[config.mk]
export PLATFORM = sky130hd
export DESIGN_NAME = ternary_accum_stream
export DESIGN_NICKNAME = d
export VERILOG_FILES = /design/src/rtl/ternary_accum_pkg.sv /design/src/rtl/ternary_add.sv /design/src/rtl/ternary_accum_stream.sv
export SDC_FILE = /design/constraint.sdc
export NUM_CORES = 1
export LEC_CHECK = 0
export BUFFER_PORTS_ARGS = -buffer_cell sky130_fd_sc_hd__clkbuf_2
export CORE_UTILIZATION = 55
export DETAILED_ROUTE_END_ITERATION = 10
export PLACE_DENSITY = 0.76
export SLEW_MARGIN = 20
export SYNTH_ARGS = -nofsm -noshare
export SYNTH_HDL_FRONTEND = slang
export SYNTH_SLANG_ARGS = --single-unit
export TNS_END_PERCENT = 20
[constraint.sdc]
create_clock -name clk -period 7.2 [get_ports clk]
set_input_delay 1.44 -clock clk [delete_from_list [all_inputs] [get_ports clk]]
set_output_delay 1.44 -clock clk [all_outputs]
set_load 0.02 [all_outputs]
[src/rtl/ternary_accum_pkg.sv]
// Shared definitions for the ternary accumulator stream.
// Contents: FSM state encoding, clog2 constant function and the
// ACC_WIDTH / CNT_W derivation macros used by ternary_accum_stream.

`define TERNARY_ACCUM_ACC_W(w, n) ((w) + ternary_accum_pkg::clog2(n))
`define TERNARY_ACCUM_CNT_W(n) (ternary_accum_pkg::clog2((n) + 1))

package ternary_accum_pkg;

  typedef enum logic [1:0] {
    EVEN = 2'd0,
    ODD  = 2'd1,
    DONE = 2'd2
  } state_e;

  // Ceiling log2, usable in constant expressions.
  function automatic int unsigned clog2(input int unsigned v);
    int unsigned r;
    r = 0;
    for (longint unsigned p = 1; p < longint'(v); p = p << 1) r++;
    return r;
  endfunction

endpackage

[src/rtl/ternary_add.sv]
// Three-operand adder with two guard bits on the result.
// Params: W operand width; SIGN_EXT 1 = operands are two's complement.
// Ports : a, b, c  W-bit operands
//         sum_c    W+2-bit full-precision sum (combinational)

module ternary_add #(
  parameter int unsigned W        = 8,
  parameter bit          SIGN_EXT = 1'b0
) (
  input  logic [W-1:0] a,
  input  logic [W-1:0] b,
  input  logic [W-1:0] c,
  output logic [W+1:0] sum_c
);

  logic [W+1:0] a_x;
  logic [W+1:0] b_x;
  logic [W+1:0] c_x;

  // Extend to the guard width, then one flat add.
  always_comb begin
    if (SIGN_EXT) begin
      a_x = {{2{a[W-1]}}, a};
      b_x = {{2{b[W-1]}}, b};
      c_x = {{2{c[W-1]}}, c};
    end else begin
      a_x = {2'b00, a};
      b_x = {2'b00, b};
      c_x = {2'b00, c};
    end
    sum_c = a_x + b_x + c_x;
  end

endmodule

[src/rtl/ternary_accum_stream.sv]
// Streaming packet summer: pairs input words and folds each pair into a
// running accumulator with a single ternary add (acc + pending + din).
// Optional macro TERNARY_ACCUM_OVF_EN adds the sticky ovf output.
// Ports: clk, rst (sync, active-high)
//        din/din_valid/din_last/din_ready  input word stream
//        sum/count/sum_valid/sum_ready     packet result stream
//        ovf                               overflow flag (macro only)

module ternary_accum_stream
  import ternary_accum_pkg::*;
#(
  parameter  int unsigned WIDTH     = 8,
  parameter  int unsigned SIGN_EXT  = 0,
  parameter  int unsigned MAX_WORDS = 256,
  localparam int unsigned ACC_WIDTH = `TERNARY_ACCUM_ACC_W(WIDTH, MAX_WORDS),
  localparam int unsigned CNT_W     = `TERNARY_ACCUM_CNT_W(MAX_WORDS)
) (
  input  logic                 clk,
  input  logic                 rst,
  input  logic [WIDTH-1:0]     din,
  input  logic                 din_valid,
  input  logic                 din_last,
  output logic                 din_ready,
  output logic [ACC_WIDTH-1:0] sum,
  output logic [CNT_W-1:0]     count,
  output logic                 sum_valid,
  input  logic                 sum_ready
`ifdef TERNARY_ACCUM_OVF_EN
  ,
  output logic                 ovf
`endif
);

  localparam int unsigned    EXT_W   = ACC_WIDTH - WIDTH;
  localparam logic [CNT_W-1:0] CNT_MAX = CNT_W'(MAX_WORDS);

  state_e                state_q, state_d;
  logic [ACC_WIDTH-1:0]  acc_q, acc_d;
  logic [WIDTH-1:0]      pending_q, pending_d;
  logic [CNT_W-1:0]      cnt_q, cnt_d;
  logic [ACC_WIDTH-1:0]  sum_q, sum_d;
  logic [CNT_W-1:0]      count_q, count_d;
  logic                  sum_valid_q, sum_valid_d;

  logic                  accept;
  logic                  cnt_full;
  logic [ACC_WIDTH-1:0]  op_b;
  logic [ACC_WIDTH-1:0]  op_c;
  logic [ACC_WIDTH+1:0]  add_y;

  function automatic logic [ACC_WIDTH-1:0] extend(input logic [WIDTH-1:0] x);
    if (SIGN_EXT != 0) return {{EXT_W{x[WIDTH-1]}}, x};
    return {{EXT_W{1'b0}}, x};
  endfunction

  // Ready drops combinationally during reset so nothing is taken that cycle.
  assign din_ready = !rst && (state_q != DONE);
  assign accept    = din_valid & din_ready;
  assign cnt_full  = (cnt_q == CNT_MAX);

  // Pending word joins the add only when one is held (ODD).
  assign op_b = (state_q == ODD) ? extend(pending_q) : '0;
  assign op_c = extend(din);

  // Operands are already extended, so the adder runs unsigned.
  ternary_add #(
    .W        (ACC_WIDTH),
    .SIGN_EXT (1'b0)
  ) u_add (
    .a     (acc_q),
    .b     (op_b),
    .c     (op_c),
    .sum_c (add_y)
  );

  // Next-state and datapath update.
  always_comb begin
    state_d     = state_q;
    acc_d       = acc_q;
    pending_d   = pending_q;
    cnt_d       = cnt_q;
    sum_d       = sum_q;
    count_d     = count_q;
    sum_valid_d = sum_valid_q;
    case (state_q)
      EVEN, ODD: begin
        if (accept) begin
          cnt_d = cnt_full ? cnt_q : cnt_q + CNT_W'(1);
          if (din_last) begin
            sum_d       = add_y[ACC_WIDTH-1:0];
            count_d     = cnt_d;
            sum_valid_d = 1'b1;
            state_d     = DONE;
          end else if (state_q == EVEN) begin
            pending_d = din;
            state_d   = ODD;
          end else begin
            acc_d   = add_y[ACC_WIDTH-1:0];
            state_d = EVEN;
          end
        end
      end
      DONE: begin
        if (sum_ready) begin
          sum_valid_d = 1'b0;
          acc_d       = '0;
          pending_d   = '0;
          cnt_d       = '0;
          state_d     = EVEN;
        end
      end
      default: state_d = EVEN;
    endcase
  end

  // State registers.
  always_ff @(posedge clk) begin
    if (rst) begin
      state_q     <= EVEN;
      acc_q       <= '0;
      pending_q   <= '0;
      cnt_q       <= '0;
      sum_q       <= '0;
      count_q     <= '0;
      sum_valid_q <= 1'b0;
    end else begin
      state_q     <= state_d;
      acc_q       <= acc_d;
      pending_q   <= pending_d;
      cnt_q       <= cnt_d;
      sum_q       <= sum_d;
      count_q     <= count_d;
      sum_valid_q <= sum_valid_d;
    end
  end

  assign sum       = sum_q;
  assign count     = count_q;
  assign sum_valid = sum_valid_q;

`ifdef TERNARY_ACCUM_OVF_EN
  logic       ovf_run_q, ovf_run_d;
  logic       ovf_q, ovf_d;
  logic       add_ovf;
  logic       pkt_ovf;
  logic [1:0] neg_cnt;
  logic [1:0] top_adj;

  // Add overflow from the guard bits. Signed: remove the sign-bit weight the
  // zero-extending adder added, then the top three bits must agree.
  always_comb begin
    neg_cnt = 2'(acc_q[ACC_WIDTH-1]) + 2'(op_b[ACC_WIDTH-1]) + 2'(op_c[ACC_WIDTH-1]);
    top_adj = add_y[ACC_WIDTH+1:ACC_WIDTH] - neg_cnt;
    if (SIGN_EXT != 0) begin
      add_ovf = !(({top_adj, add_y[ACC_WIDTH-1]} == 3'b000) ||
                  ({top_adj, add_y[ACC_WIDTH-1]} == 3'b111));
    end else begin
      add_ovf = |add_y[ACC_WIDTH+1:ACC_WIDTH];
    end
  end

  // Overflow is gathered across the packet and published with the sum.
  always_comb begin
    ovf_run_d = ovf_run_q;
    ovf_d     = ovf_q;
    pkt_ovf   = 1'b0;
    if (state_q == DONE) begin
      if (sum_ready) begin
        ovf_run_d = 1'b0;
        ovf_d     = 1'b0;
      end
    end else if (accept) begin
      // EVEN non-last only parks the word; no add is committed there.
      pkt_ovf   = ovf_run_q | cnt_full | (((state_q == ODD) || din_last) & add_ovf);
      ovf_run_d = pkt_ovf;
      if (din_last) ovf_d = pkt_ovf;
    end
  end

  always_ff @(posedge clk) begin
    if (rst) begin
      ovf_run_q <= 1'b0;
      ovf_q     <= 1'b0;
    end else begin
      ovf_run_q <= ovf_run_d;
      ovf_q     <= ovf_d;
    end
  end

  assign ovf = ovf_q;
`else
  logic [1:0] unused_carry;
  assign unused_carry = add_y[ACC_WIDTH+1:ACC_WIDTH];
`endif

endmodule

# == After elaboration in Yosys (flattened, before gate mapping) ==
# Index checks and enable logic that the tools add are counted.
# word_totals
ff_bits,61
out_inout_bits,27
# op_classes
mux,24
n_bitwise,1
eq_ne,10
addsub,3
reduce_logical,11
# op_table
operator,n
$mux 16,4
$mux 8,5
$add 16x8->16,2
$pmux 16 s2,1
$mux 9,3
$pmux 9 s2,1
$pmux 8 s2,1
$ne 2x2->1 const B,7
$reduce_and 5->1,2
$add 9x1->9 const B,1
$eq 9x9->1 const B,1
$mux 2,3
$reduce_and 3->1,2
$mux 1,4
$pmux 2 s2,1
$reduce_and 4->1,1
$eq 2x1->1 const B,1
$eq 2x2->1 const B,1
$logic_not 2->1,1
$pmux 1 s2,1
$reduce_and 2->1,1
$reduce_bool 2->1,1
$reduce_or 2->1,1
$and 1x1->1,1
2 further kinds,2

# == Longest topological paths before layout ==
# Gate-level depths: netlist (run 1).
# logic_depth
ltp_word,8
mapped_depth,14

# == Hierarchy ==
# Synthesis (run 1) repeated with hierarchy kept, for this count alone.
# hier_totals
hier_cells,456
area_unflattened_um2,3930.0
# by_module_without_submodules
module,n_inst,seq_area_each_um2,cells_per_inst,area_per_inst_um2
ternary_accum_stream,1,1221.2,334,2826.5
ternary_add,1,0.0,122,1103.6

# == Least setup slack after synthesis (run 1) ==
# OpenSTA, ideal clock, no wires.
# synth_timing
path_type,input to register
startpoint,in din[1]
endpoint,reg acc_q[15]
arrival_ps,3756
stages,9
slack_ps,3370
n_path_buf,0
path_cell_list,fa_1 -> ha_1 -> inv_1 -> fa_1 -> nand2b_1 -> a211oi_2 -> nor2_1 -> or4_1 -> a31oi_1
# synth_via
elab_chain_cells,5
# synth_lines
item,line_no,source
start: declaration,ternary_accum_stream.sv:20,"input logic [WIDTH-1:0] din,"
$add 16x8->16,ternary_add.sv:31,sum_c = a_x + b_x + c_x;
$mux 16,ternary_accum_stream.sv:94,end else if (state_q == EVEN) begin
$mux 16,ternary_accum_stream.sv:89,if (din_last) begin
$mux 16,ternary_accum_stream.sv:87,if (accept) begin
$pmux 16 s2,ternary_accum_stream.sv:85,case (state_q)
end signal: assignment,ternary_accum_stream.sv:120,acc_q <= '0;
end signal: assignment,ternary_accum_stream.sv:128,acc_q <= acc_d;
end: declaration,ternary_accum_stream.sv:38,"logic [ACC_WIDTH-1:0] acc_q, acc_d;"
# No other way between the ends. The select of a mux whose other input is x is not followed.
# A chain may end at the register's enable or synchronous reset.

# == Worst setup path in the final report (run 1) ==
# layout_timing
startpoint,in rst
endpoint,out din_ready
# layout_via
elab_chain_cells,2
# layout_lines
item,line_no,source
start: declaration,ternary_accum_stream.sv:19,"input logic rst,"
$logic_not 1->1,ternary_accum_stream.sv:57,assign din_ready = !rst && (state_q != DONE);
$logic_and 1x1->1,ternary_accum_stream.sv:57,
end: declaration,ternary_accum_stream.sv:23,"output logic din_ready,"
# No other way between the ends.

==> out/metrics.csv, run 1 <==
stage,metric,value,unit
outcome,status,"complete, no violations",
synthesis,synth-compound-area-share,19.7,%
sta,whs,458,ps
synthesis,synth_area_leader_cell,dfxtp_1,
die,initial_core_util,58.4,%
routing,drtIter0Drc,176,
power,combPwrFrac,14.3,%
synthesis,synthesis.area,0.00327,sq mm
finish,regArea,0.00122,sq mm
worst_setup_path,cp.required,5760,ps
sta,clock.fmax,0.240,GHz
routing,drc,0,
power,pwr_density_cell,224,mW/mm^2
sta,drv_slew,0,
power,p_int,0.610,mW
sta,finalCritPeriodShare,57.9,%
flow_run,drv_cap,0,
place,dp_hpwl,5.06,mm
worst_setup_path,crit_slowest_cell,nor2_1,
global_routing,antenna_found_initial,0,
power,switching_power,0.227,mW
place,placed_area,0.00351,sq mm
finish,antenna_cells,0,
routing,dr.pass1.iters,5,
sta,setup_viol,0,
global_routing,gr-total-overflow,0,
clocking,clock_latency,350,ps
synthesis,ys_top_cells_by_count,"dfxtp_1, nand2_1, a21oi_1",
synthesis,ys.flop_type,dfxtp_1,
clocking,cts_hold_buf,0,
sta,worst_pin_slew,851,ps
place,gp_congestion,0.850,
finish,utilization,66.5,%
global_routing,grt_pass1_vias,2676,
global_routing,grt_usage,25.9,%
worst_setup_path,crit_type,in -> out,
synthesis,yosysTopAreaCellShare,37.3,%
finish,multi_input_area,0.00189,sq mm
finish,drive_above_1_share,15.8,%
synthesis,synth_top_family_by_area,simple AND/OR/NAND/NOR gates,
clocking,cts_tree,built,
synthesis,async_flop_share,0,%
worst_setup_path,cp_num_buf_inv,3,
synthesis,seq_area_frac_synth,37.3,%
min_path,min_path_type,reg -> reg,
power,seq_power_share,43.6,%
synthesis,syn-num-nets,431,
sta,slew_headroom,43.3,%
synthesis,yosys_warnings,0,
sta,fin_setup_tns,0,ps
global_routing,top_usage_layer,met2,
worst_setup_path,startpoint_type,input pin,
worst_setup_path,cpPeakStageDelay,620,ps
power,clkPwrFrac,42.1,%
synthesis,syn-mean-instance-area,8.27,sq um
worst_setup_path,path_delay_family,buffers and inverters,
routing,ant_nets,0,
global_routing,met2_usage,40.9,%
power,total_power,0.837,mW
synthesis,synthMuxAreaShare,0.611,%
sta,hold_viol,0,
finish,final_cells,508,
die,rows,27,
sta,fin_crit,4170,ps
routing,avgRoutedWirePerCell,14.9,um
synthesis,ys_top_cells_by_area,"dfxtp_1, a21oi_1, fa_1",
finish,area_delta_synth_final,13.9,%
finish,fill_cells,481,
place,dp_slack,3040,ps
finish,stdcell_area,0.00373,sq mm
sta,rsz0062_at_grt,false,
place,dp_cells,492,
routing,vias,2941,
synthesis,synthAdderAreaFrac,10.5,%
power,switching_share,27.1,%
finish,nNetsFinal,466,
worst_setup_path,critical_path.max_fanout,52,
sta,finClkSkew,7.60,ps
clocking,cts.path.max_buffers,2,
synthesis,synthSimpleGateAreaFrac,22.5,%
global_routing,grt_max_degree,53,
worst_setup_path,cp_common_cell,clkbuf_2,
synthesis,synth.most_common_cell,dfxtp_1,
synthesis,synth_xor_area_share,4.55,%
worst_setup_path,arrival,2730,ps
global_routing,met3_usage,5.29,%
die,io_pins,40,
clocking,cts_root_buf,clkbuf_8,
die,coreArea,0.00561,sq mm
clocking,htree_levels,3,
routing,wl,7.57,mm
worst_setup_path,crit_path_cell_trace,clkbuf_2 -> buf_4 -> nor2_1 -> clkbuf_2,
global_routing,met1_usage,32.8,%
global_routing,grt_pass1_wl,12.4,mm
synthesis,synth-edff-count,0,
synthesis,ys_ff_latch,61,
place,portBuffers,39,
clocking,cts.repair.resized,0,
worst_setup_path,end_kind,primary output,
die,fp.dieW,79.2,um
clocking,clkSlewWorstSetupHoldPaths,70,ps
synthesis,yosysUniqueCellTypes,45,
clocking,cts-buffers-inserted,9,
power,ir_worst_vdd,0.000136,V
sta,setup_ws,3030,ps
routing,via_per_inst,5.79,
die,dieArea,0.00627,sq mm
die,die_h,79.2,um
clocking,post_cts_buffers,0,
power,leakagePower,1.45,nW
synthesis,synth_cells,396,
clocking,cts_sinks,61,
## worst reg2reg max path: stages (launching register included)
cell      delay (ps)
dfxtp_1          350
inv_1             70
ha_1             310
and2_1           220
fa_1             480
ha_1             180
inv_1             60
fa_1             390
nand2b_1         210
a211oi_2         340
nor2_1           170
or4_1            490
a31oi_1          180
## state kept, by name, summed over array words and instances (netlist names)
name       count
state_q        2
acc_q         16
count          9
cnt_q          9
sum_valid      1
sum           16
pending_q      8
## layout make-up
| type | instances | share of cell area [%] |
|---|---|---|
| Multi-Input combinational cell | 295 | 50.8 |
| Sequential cell | 61 | 32.7 |
| Timing Repair Buffer | 42 | 5.84 |
| Clock buffer | 12 | 4.16 |
| Tap cell | 72 | 2.41 |
| Inverter | 22 | 2.21 |
| Clock inverter | 4 | 1.88 |
## cell usage in the layout (no fill, tap or decap), drive strengths merged, types with 3 or more instances in the layout
master and count:
dfxtp 61, a31oi 9, clkbuf 51, nand3 16, nand3b 4, xnor2 7, buf 3, nor2b 3
or2 5, fa 9, and2 7, inv 22, nand2b 4, xor2 10, a21oi 42, and3 3
o211ai 6, nand2 46, nor2 38, ha 13, a311oi 3, o21ai 19, or4 4, a211oi 18
or3 12
## final timing paths
check	to	slack, ps	cells past startpoint	startpoint
worst min-delay path	acc_q[0]$_SDFFE_PP0P_	460	2	acc_q[0]$_SDFFE_PP0P_
worst max register to register	acc_q[15]$_SDFFE_PP0P_	3670	12	state_q[1]$_SDFFE_PP0P_
worst max-delay path	din_ready	3030	4	rst
worst min register to register	acc_q[0]$_SDFFE_PP0P_	460	2	acc_q[0]$_SDFFE_PP0P_
## per-layer routing
layer | up-vias | wire (um)
li1 | 1461 | -
met1 | 1367 | 3540
met2 | 90 | 3420
met3 | 23 | 367
met4 | 0 | 243
met5 | - | 0
## power by group through the flow
| stage | Combinational, mW | Sequential, mW | Clock, mW |
|---|---|---|---|
| final | 0.119 | 0.365 | 0.353 |
| after global routing | 0.133 | 0.367 | 0.370 |
| after CTS | 0.119 | 0.365 | 0.354 |
| after detailed placement | 0.118 | 0.373 | 0 |
| after global placement | 0.115 | 0.372 | 0 |
| after floorplan | 0.0751 | 0.381 | 0 |
## kinds of logic (layout without fill, tap and decap cells)
group | Yosys count | in the layout
AND/OR/NAND/NOR | 149 | 149
AO/OA/AOI/OAI | 105 | 105
flip-flops | 61 | 61
buffers and inverters | 40 | 80
adder cells (fa/ha/maj) | 22 | 22
XOR/XNOR | 17 | 17
multiplexers | 2 | 2
Note: power is estimated with default switching activity, not from simulation.
==> run 2, diff against run 1 <==
--- a/config.mk
+++ b/config.mk
@@ -6,9 +6,9 @@
 export NUM_CORES = 1
 export LEC_CHECK = 0
 export BUFFER_PORTS_ARGS = -buffer_cell sky130_fd_sc_hd__clkbuf_2
-export CORE_UTILIZATION = 55
+export CORE_UTILIZATION = 52
 export DETAILED_ROUTE_END_ITERATION = 10
-export PLACE_DENSITY = 0.76
+export PLACE_DENSITY = 0.75
 export SLEW_MARGIN = 20
 export SYNTH_ARGS = -nofsm -noshare
 export SYNTH_HDL_FRONTEND = slang
==> constraint.sdc (replaced) <==
create_clock -name clk -period 3.78 [get_ports clk]
set_input_delay 0.756 -clock clk [delete_from_list [all_inputs] [get_ports clk]]
set_output_delay 0.756 -clock clk [all_outputs]
set_load 0.02 [all_outputs]
==> run 2 against run 1 <==
Wire length is essentially flat. Combinational power grew 92%. Register-to-register slack lost 3400 ps. Sequential cell count is the same. Die area grew 5.6%. Critical path depth grew 8. Clock-buffer cell count is the same. Non-clock buffer count grew 2. Setup slack lost 2800 ps. Hold slack lost 4.2 ps.
==> out/metrics.csv, run 2 (synthesis gave the netlist of run 1 again) <==
stage,metric,value,unit,change
min_path,hold_start,count[2]$_SDFFE_PP0P_,,
clocking,clkSlewWorstSetupHoldPaths,70,ps,about the same
finish,area_delta_synth_final,14.7,%,
clocking,cts_sinks,61,,unchanged
clocking,cts_hold_buf,0,,unchanged
worst_setup_path,crit_path_cell_trace,inv_1 -> ha_1 -> and2_1 -> fa_1 -> ha_1 -> inv_1 -> fa_1 -> nand2b_1 -> a211oi_4 -> nor2_1 -> or3_1 -> a311oi_1,,
finish,drive_above_1_share,16.2,%,+0.38 points
global_routing,antenna_found_initial,0,,unchanged
sta,drv_slew,0,,unchanged
finish,stdcell_area,0.00376,sq mm,+0.70%
global_routing,grt_pass1_wl,12.5,mm,+0.39%
min_path,min_path_type,reg -> reg,,
die,fp.dieW,81.4,um,+2.8%
die,coreArea,0.00599,sq mm,+6.8%
routing,drtIter0Drc,198,,+13%
routing,vias,2930,,-0.37%
worst_setup_path,r2r-start,state_q[1]$_SDFFE_PP0P_,,
worst_setup_path,arrival,3780,ps,+1050 ps
clocking,cts_root_buf,clkbuf_8,,
routing,avgRoutedWirePerCell,14.8,um,-0.94%
die,rows,28,,+3.7%
finish,antenna_cells,0,,unchanged
place,placed_area,0.00352,sq mm,+0.54%
worst_setup_path,rr_endpoint,sum[15]$_SDFFE_PP0P_,,
finish,final_cell_mix,"dfxtp_1, nand2_1, a21oi_1, clkbuf_2, nor2_1",,
routing,via_per_inst,5.71,,-1.3%
sta,clock.fmax,0.283,GHz,
power,ir_worst_vdd,0.000235,V,+73%
routing,drc,0,,unchanged
routing,dr.pass1.iters,4,,-1
routing,ant_nets,0,,unchanged
place,dp_hpwl,5.32,mm,+5.2%
global_routing,gr-total-overflow,0,,unchanged
die,die_h,81.4,um,+2.8%
sta,hold_viol,0,,unchanged
global_routing,grt_usage,25.3,%,-0.66 points
worst_setup_path,r2r_setup_slack,240,ps,-3430 ps
place,portBuffers,39,,unchanged
sta,worst_pin_slew,779,ps,-71.8 ps
min_path,hold_end,count[2]$_SDFFE_PP0P_,,
worst_setup_path,crit_slowest_cell,fa_1,,
routing,wl,7.57,mm,about the same
sta,finalCritPeriodShare,93.5,%,
clocking,cts-buffers-inserted,9,,unchanged
clocking,cts.path.max_buffers,2,,unchanged
clocking,clock_latency,340,ps,about the same
finish,nNetsFinal,468,,+0.43%
sta,finClkSkew,9.37,ps,+1.77 ps
global_routing,grt_pass1_vias,2646,,-1.1%
worst_setup_path,critical_path.max_fanout,11,,-79%
worst_setup_path,end_kind,flop,,
sta,setup_viol,0,,unchanged
finish,mostFrequentLayoutCell,dfxtp_1,,
worst_setup_path,cpPeakStageDelay,480,ps,-140 ps
min_path,hold_path_depth,2,,unchanged
sta,rsz0062_at_grt,false,,
sta,fin_setup_tns,0,ps,unchanged
worst_setup_path,cp.required,4030,ps,-1730 ps
power,pwr_density_cell,423,mW/mm^2,+89%
die,initial_core_util,54.7,%,-3.7 points
clocking,cts_tree,built,,
worst_setup_path,crit_type,reg -> reg,,
die,dieArea,0.00662,sq mm,+5.6%
outcome,status,"complete, no violations",,
die,io_pins,40,,unchanged
sta,fin_crit,3540,ps,
power,leakagePower,1.46,nW,+0.66%
worst_setup_path,path_delay_family,adder cells,,
worst_setup_path,startpoint_type,flop,,
global_routing,grt_max_degree,43,,-19%
worst_setup_path,reg2regPathDepth,12,,unchanged
flow_run,drv_cap,0,,unchanged
place,gp_congestion,0.903,,+6.2%
clocking,htree_levels,3,,unchanged
worst_setup_path,cp_num_buf_inv,2,,-1
sta,slew_headroom,47.9,%,+4.6 points
## run 2: report_power, final
part / leakage [nW] / internal, mW / switching, mW
Clock: 0.116 / 0.405 / 0.261
Combinational: 0.852 / 0.0801 / 0.148
Sequential: 0.496 / 0.677 / 0.0189
## run 2: per-stage QoR
step                      power, mW  std cells  worst slack (ps)  hold WS (ps)  util [%]
after floorplan               0.869        396               545           432         -
after global placement        0.930        497               404           440      58.8
after detailed placement      0.937        497               220           449      58.8
after CTS                      1.59        513               203           458      62.6
after global routing           1.66        513              19.6           475      62.7
final                          1.59        513               244           454      62.7
## run 2: repair_timing
| action | in CTS | in global routing |
|---|---|---|
| setup buffers | 0 | 0 |
| endpoints found under the setup margin | 0 | 1 |
| gates resized for setup | 0 | 1 |
## run 2: how the worst max path moves through the flow
stage                                  end               startpoint  cells past startpoint
finish                sum[15]$_SDFFE_PP0P_  state_q[1]$_SDFFE_PP0P_                     12
global route          sum[15]$_SDFFE_PP0P_  state_q[1]$_SDFFE_PP0P_                     12
global placement    acc_q[15]$_SDFFE_PP0P_                   din[1]                     10
CTS                   sum[15]$_SDFFE_PP0P_  state_q[1]$_SDFFE_PP0P_                     12
floorplan           acc_q[15]$_SDFFE_PP0P_  state_q[1]$_SDFFE_PP0P_                     13
detailed placement    sum[15]$_SDFFE_PP0P_  state_q[1]$_SDFFE_PP0P_                     12
## run 2: cell type report
| type | instances | area (sq um) |
|---|---|---|
| Clock buffer | 12 | 155 |
| Clock inverter | 4 | 70.1 |
| Fill cell | 534 | 2230 |
| Inverter | 22 | 82.6 |
| Multi-Input combinational cell | 295 | 1900 |
| Sequential cell | 61 | 1220 |
| Tap cell | 75 | 93.8 |
| Timing Repair Buffer | 44 | 233 |
## run 2: routing by layer
layer  vias to the layer above  track usage (%)  share of wire (%)
met3                        18             5.62                4.5
met5                         -                0                  0
met4                         0             11.3                2.1
met2                        79             38.4                 45
met1                      1373             34.0                 48
li1                       1460                -                  -
## run 2: worst reg2reg max path: cells and delay by family, from the launching register on
kind | cells | cell delay (ps)
buffers and inverters | 2 | 140
DFF | 1 | 350
AOI/OAI and AO/OA | 2 | 580
and+or+nand+nor | 4 | 990
adders and majority gates | 4 | 1370
==> run 3, diff against run 2 <==
--- a/config.mk
+++ b/config.mk
@@ -5,10 +5,12 @@
 export SDC_FILE = /design/constraint.sdc
 export NUM_CORES = 1
 export LEC_CHECK = 0
+export ABC_AREA = 1
+export ABC_CLOCK_PERIOD_IN_PS = 3780
 export BUFFER_PORTS_ARGS = -buffer_cell sky130_fd_sc_hd__clkbuf_2
-export CORE_UTILIZATION = 52
+export CORE_UTILIZATION = 53
 export DETAILED_ROUTE_END_ITERATION = 10
-export PLACE_DENSITY = 0.75
+export PLACE_DENSITY = 0.76
 export SLEW_MARGIN = 20
 export SYNTH_ARGS = -nofsm -noshare
 export SYNTH_HDL_FRONTEND = slang
==> run 3 against run 2 <==
Setup slack improved by 580 ps. Clock-buffer cell count grew 1. Core utilization increased by 0.99 points. Synthesized cell count up 27%. Critical path type unchanged. Largest cell class unchanged.
==> out/metrics.csv, run 3 <==
stage,metric,value,unit,change
synthesis,syn-num-nets,539,,+25%
sta,fin_setup_tns,0,ps,unchanged
sta,slew_headroom,56.5,%,+8.7 points
synthesis,async_flop_share,0,%,unchanged
synthesis,synthSimpleGateAreaFrac,29.9,%,+7.4 points
worst_setup_path,crit_slowest_cell,fa_1,,
finish,antenna_cells,0,,unchanged
clocking,clkSlewWorstSetupHoldPaths,70,ps,about the same
finish,final_cell_mix,"nand2_1, inv_1, dfxtp_1, nor2_1, a21oi_1",,
global_routing,grt_pass1_wl,12.9,mm,+3.4%
global_routing,grt_max_degree,42,,-2.3%
power,pwr_density_cell,398,mW/mm^2,-6.0%
synthesis,ys_ff_latch,61,,unchanged
global_routing,grt_pass1_vias,3003,,+13%
die,io_pins,40,,unchanged
die,fp.dieW,82.3,um,+1.2%
power,seq_power_share,45.4,%,+1.6 points
finish,mostFrequentLayoutCell,nand2_1,,
synthesis,yosysTopAreaCellShare,35.7,%,-1.6 points
finish,nNetsFinal,576,,+23%
synthesis,seq_area_frac_synth,35.7,%,-1.6 points
die,coreArea,0.00606,sq mm,+1.2%
sta,rsz0062_at_grt,false,,
place,placed_area,0.00366,sq mm,+3.8%
synthesis,synth_xor_area_share,3.33,%,-1.2 points
sta,finalCritPeriodShare,78.2,%,-15 points
clocking,post_cts_buffers,0,,unchanged
power,leakagePower,1.92,nW,+31%
synthesis,syn-mean-instance-area,6.79,sq um,-18%
place,portBuffers,39,,unchanged
sta,whs,472,ps,+18.6 ps
global_routing,antenna_found_initial,0,,unchanged
power,combPwrFrac,15.3,%,+1.0 points
finish,area_delta_synth_final,12.9,%,
power,clkPwrFrac,39.3,%,-2.6 points
synthesis,ys.flop_type,dfxtp_1,,
worst_setup_path,critical_path.max_fanout,9,,-2
worst_setup_path,end_kind,flop,,
synthesis,synthesis.area,0.00342,sq mm,+4.5%
power,ir_worst_vdd,0.000295,V,+26%
worst_setup_path,cp.required,4050,ps,+20 ps
routing,via_per_inst,5.08,,-11%
routing,avgRoutedWirePerCell,12.2,um,-17%
routing,dr.pass1.iters,4,,unchanged
clocking,cts_root_buf,clkbuf_8,,
sta,worst_pin_slew,648,ps,-131 ps
worst_setup_path,crit_path_cell_trace,inv_1 -> ha_1 -> nand2_1 -> inv_1 -> fa_1 -> ha_1 -> inv_1 -> fa_1 -> inv_1 -> nand3_1 -> nand3_1 -> nand2_1 -> nand2_1 -> nand2_1 -> nand2_1 -> nand2_1 -> a21oi_1,,
sta,fin_crit,2960,ps,-581 ps
flow_run,drv_cap,0,,unchanged
routing,drc,0,,unchanged
worst_setup_path,arrival,3220,ps,-560 ps
die,rows,28,,unchanged
synthesis,synth-compound-area-share,10.6,%,-9.1 points
sta,hold_viol,0,,unchanged
place,dp_cells,605,,+22%
synthesis,yosys_warnings,0,,unchanged
die,die_h,82.3,um,+1.2%
synthesis,synth.most_common_cell,nand2_1,,
clocking,cts.path.max_buffers,2,,unchanged
die,dieArea,0.00678,sq mm,+2.4%
clocking,cts_sinks,61,,unchanged
global_routing,grt_usage,25.2,%,-0.080 points
routing,vias,3154,,+7.6%
power,p_int,1.10,mW,-5.7%
finish,fill_cells,563,,+5.4%
clocking,cts_hold_buf,0,,unchanged
sta,clock.fmax,0.338,GHz,+20%
min_path,min_path_type,reg -> reg,,
outcome,status,"complete, no violations",,
worst_setup_path,cp_common_cell,nand2_1,,
clocking,cts-buffers-inserted,9,,unchanged
clocking,htree_levels,3,,unchanged
clocking,clock_latency,340,ps,about the same
synthesis,synth_area_leader_cell,dfxtp_1,,
synthesis,yosysUniqueCellTypes,27,,-40%
global_routing,gr-total-overflow,0,,unchanged
synthesis,synthMuxAreaShare,0,%,-0.61 points
place,gp_congestion,0.911,,+0.89%
synthesis,ys_top_cells_by_count,"nand2_1, inv_1, dfxtp_1",,
synthesis,synth_top_family_by_area,simple AND/OR/NAND/NOR gates,,
worst_setup_path,cpPeakStageDelay,500,ps,+20 ps
power,switching_power,0.440,mW,+2.8%
synthesis,synth-edff-count,0,,unchanged
sta,setup_viol,0,,unchanged
worst_setup_path,startpoint_type,flop,,
worst_setup_path,crit_type,reg -> reg,,
clocking,cts.repair.resized,0,,unchanged
routing,ant_nets,0,,unchanged
finish,final_cells,621,,+21%
routing,wl,7.59,mm,+0.18%
synthesis,synthAdderAreaFrac,10.0,%,-0.45 points
synthesis,synth_cells,504,,+27%
sta,finClkSkew,8.52,ps,-0.849 ps
finish,drive_above_1_share,11.4,%,-4.9 points
clocking,cts_tree,built,,
sta,drv_slew,0,,unchanged
finish,stdcell_area,0.00386,sq mm,+2.8%
routing,drtIter0Drc,171,,-14%
die,initial_core_util,56.4,%,+1.8 points
place,dp_hpwl,5.45,mm,+2.5%
power,switching_share,28.6,%,+1.7 points
synthesis,ys_top_cells_by_area,"dfxtp_1, nand2_1, inv_1",,
[run 3: cell count changes in the layout (fill, tap and decap cells not counted), moves of 4 or more]
cell	before	now
nor2_1	38	58
nand2_1	46	141
inv_1	22	77
nand2b_1	4	0
a31oi_1	9	0
and2_1	6	0
xnor2_1	7	1
or3_1	10	0
o211ai_1	6	0
a211oi_1	17	0
nand3_1	15	34
[run 3: area by class of cell]
cell class | instances | area (sq um) | share of cell area, %
clock buffer | 13 | 159 | 4.12
clock inverter | 3 | 43.8 | 1.13
inverter | 77 | 289 | 7.49
multi-input combinational | 351 | 1840 | 47.8
sequential | 61 | 1220 | 31.6
tap | 75 | 93.8 | 2.43
timing repair buffer | 41 | 210 | 5.44
[run 3: metrics by stage]
step	power (mW)	worst slack, ps	util, %
2_1_floorplan	0.880	1150	-
3_3_place_gp	0.940	907	60.4
3_5_place_dp	0.947	824	60.4
4_1_cts	1.54	843	63.7
5_1_grt	1.61	578	63.7
6_report	1.54	825	63.7
[run 3: path summary, 6_finish.rpt]
path | start | end | slack (ps) | depth (start not counted)
hold reg to reg | acc_q[6]$_SDFFE_PP0P_ | acc_q[6]$_SDFFE_PP0P_ | 470 | 2
setup reg to reg | state_q[1]$_SDFFE_PP0P_ | acc_q[9]$_SDFFE_PP0P_ | 820 | 17
setup / recovery | state_q[1]$_SDFFE_PP0P_ | acc_q[9]$_SDFFE_PP0P_ | 820 | 17
hold / removal | acc_q[6]$_SDFFE_PP0P_ | acc_q[6]$_SDFFE_PP0P_ | 470 | 2
[run 3: cells by family after synthesis]
logic type | after synthesis
compound gates | 69
simple gates | 247
buf+inv | 92
flops | 61
fa+ha+maj | 22
xor+xnor | 13
[run 3: worst max-delay path, delay by kind of cell, from the launching register on]
kind	cells	cell delay, ps
buffers and inverters	4	280
AND/OR/NAND/NOR	8	680
AO/OA/AOI/OAI	1	140
flip-flops	1	350
adder cells (fa/ha/maj)	4	1410
[run 3: per-layer routing]
layer  routed length, um  vias to the layer above  global-route usage (%)
met4                 109                        0                    8.77
met5                   0                        -                       0
met3                 388                       10                    5.49
met1                3520                     1429                    31.1
li1                    -                     1636                       -
met2                3570                       79                    43.1
[run 3: power groups by stage]
stage	sequential, mW	combinational [mW]	clock (mW)
5_1_grt	0.703	0.265	0.639
3_3_place_gp	0.711	0.229	0
4_1_cts	0.698	0.236	0.610
2_1_floorplan	0.729	0.151	0
3_5_place_dp	0.712	0.235	0
6_report	0.698	0.235	0.603
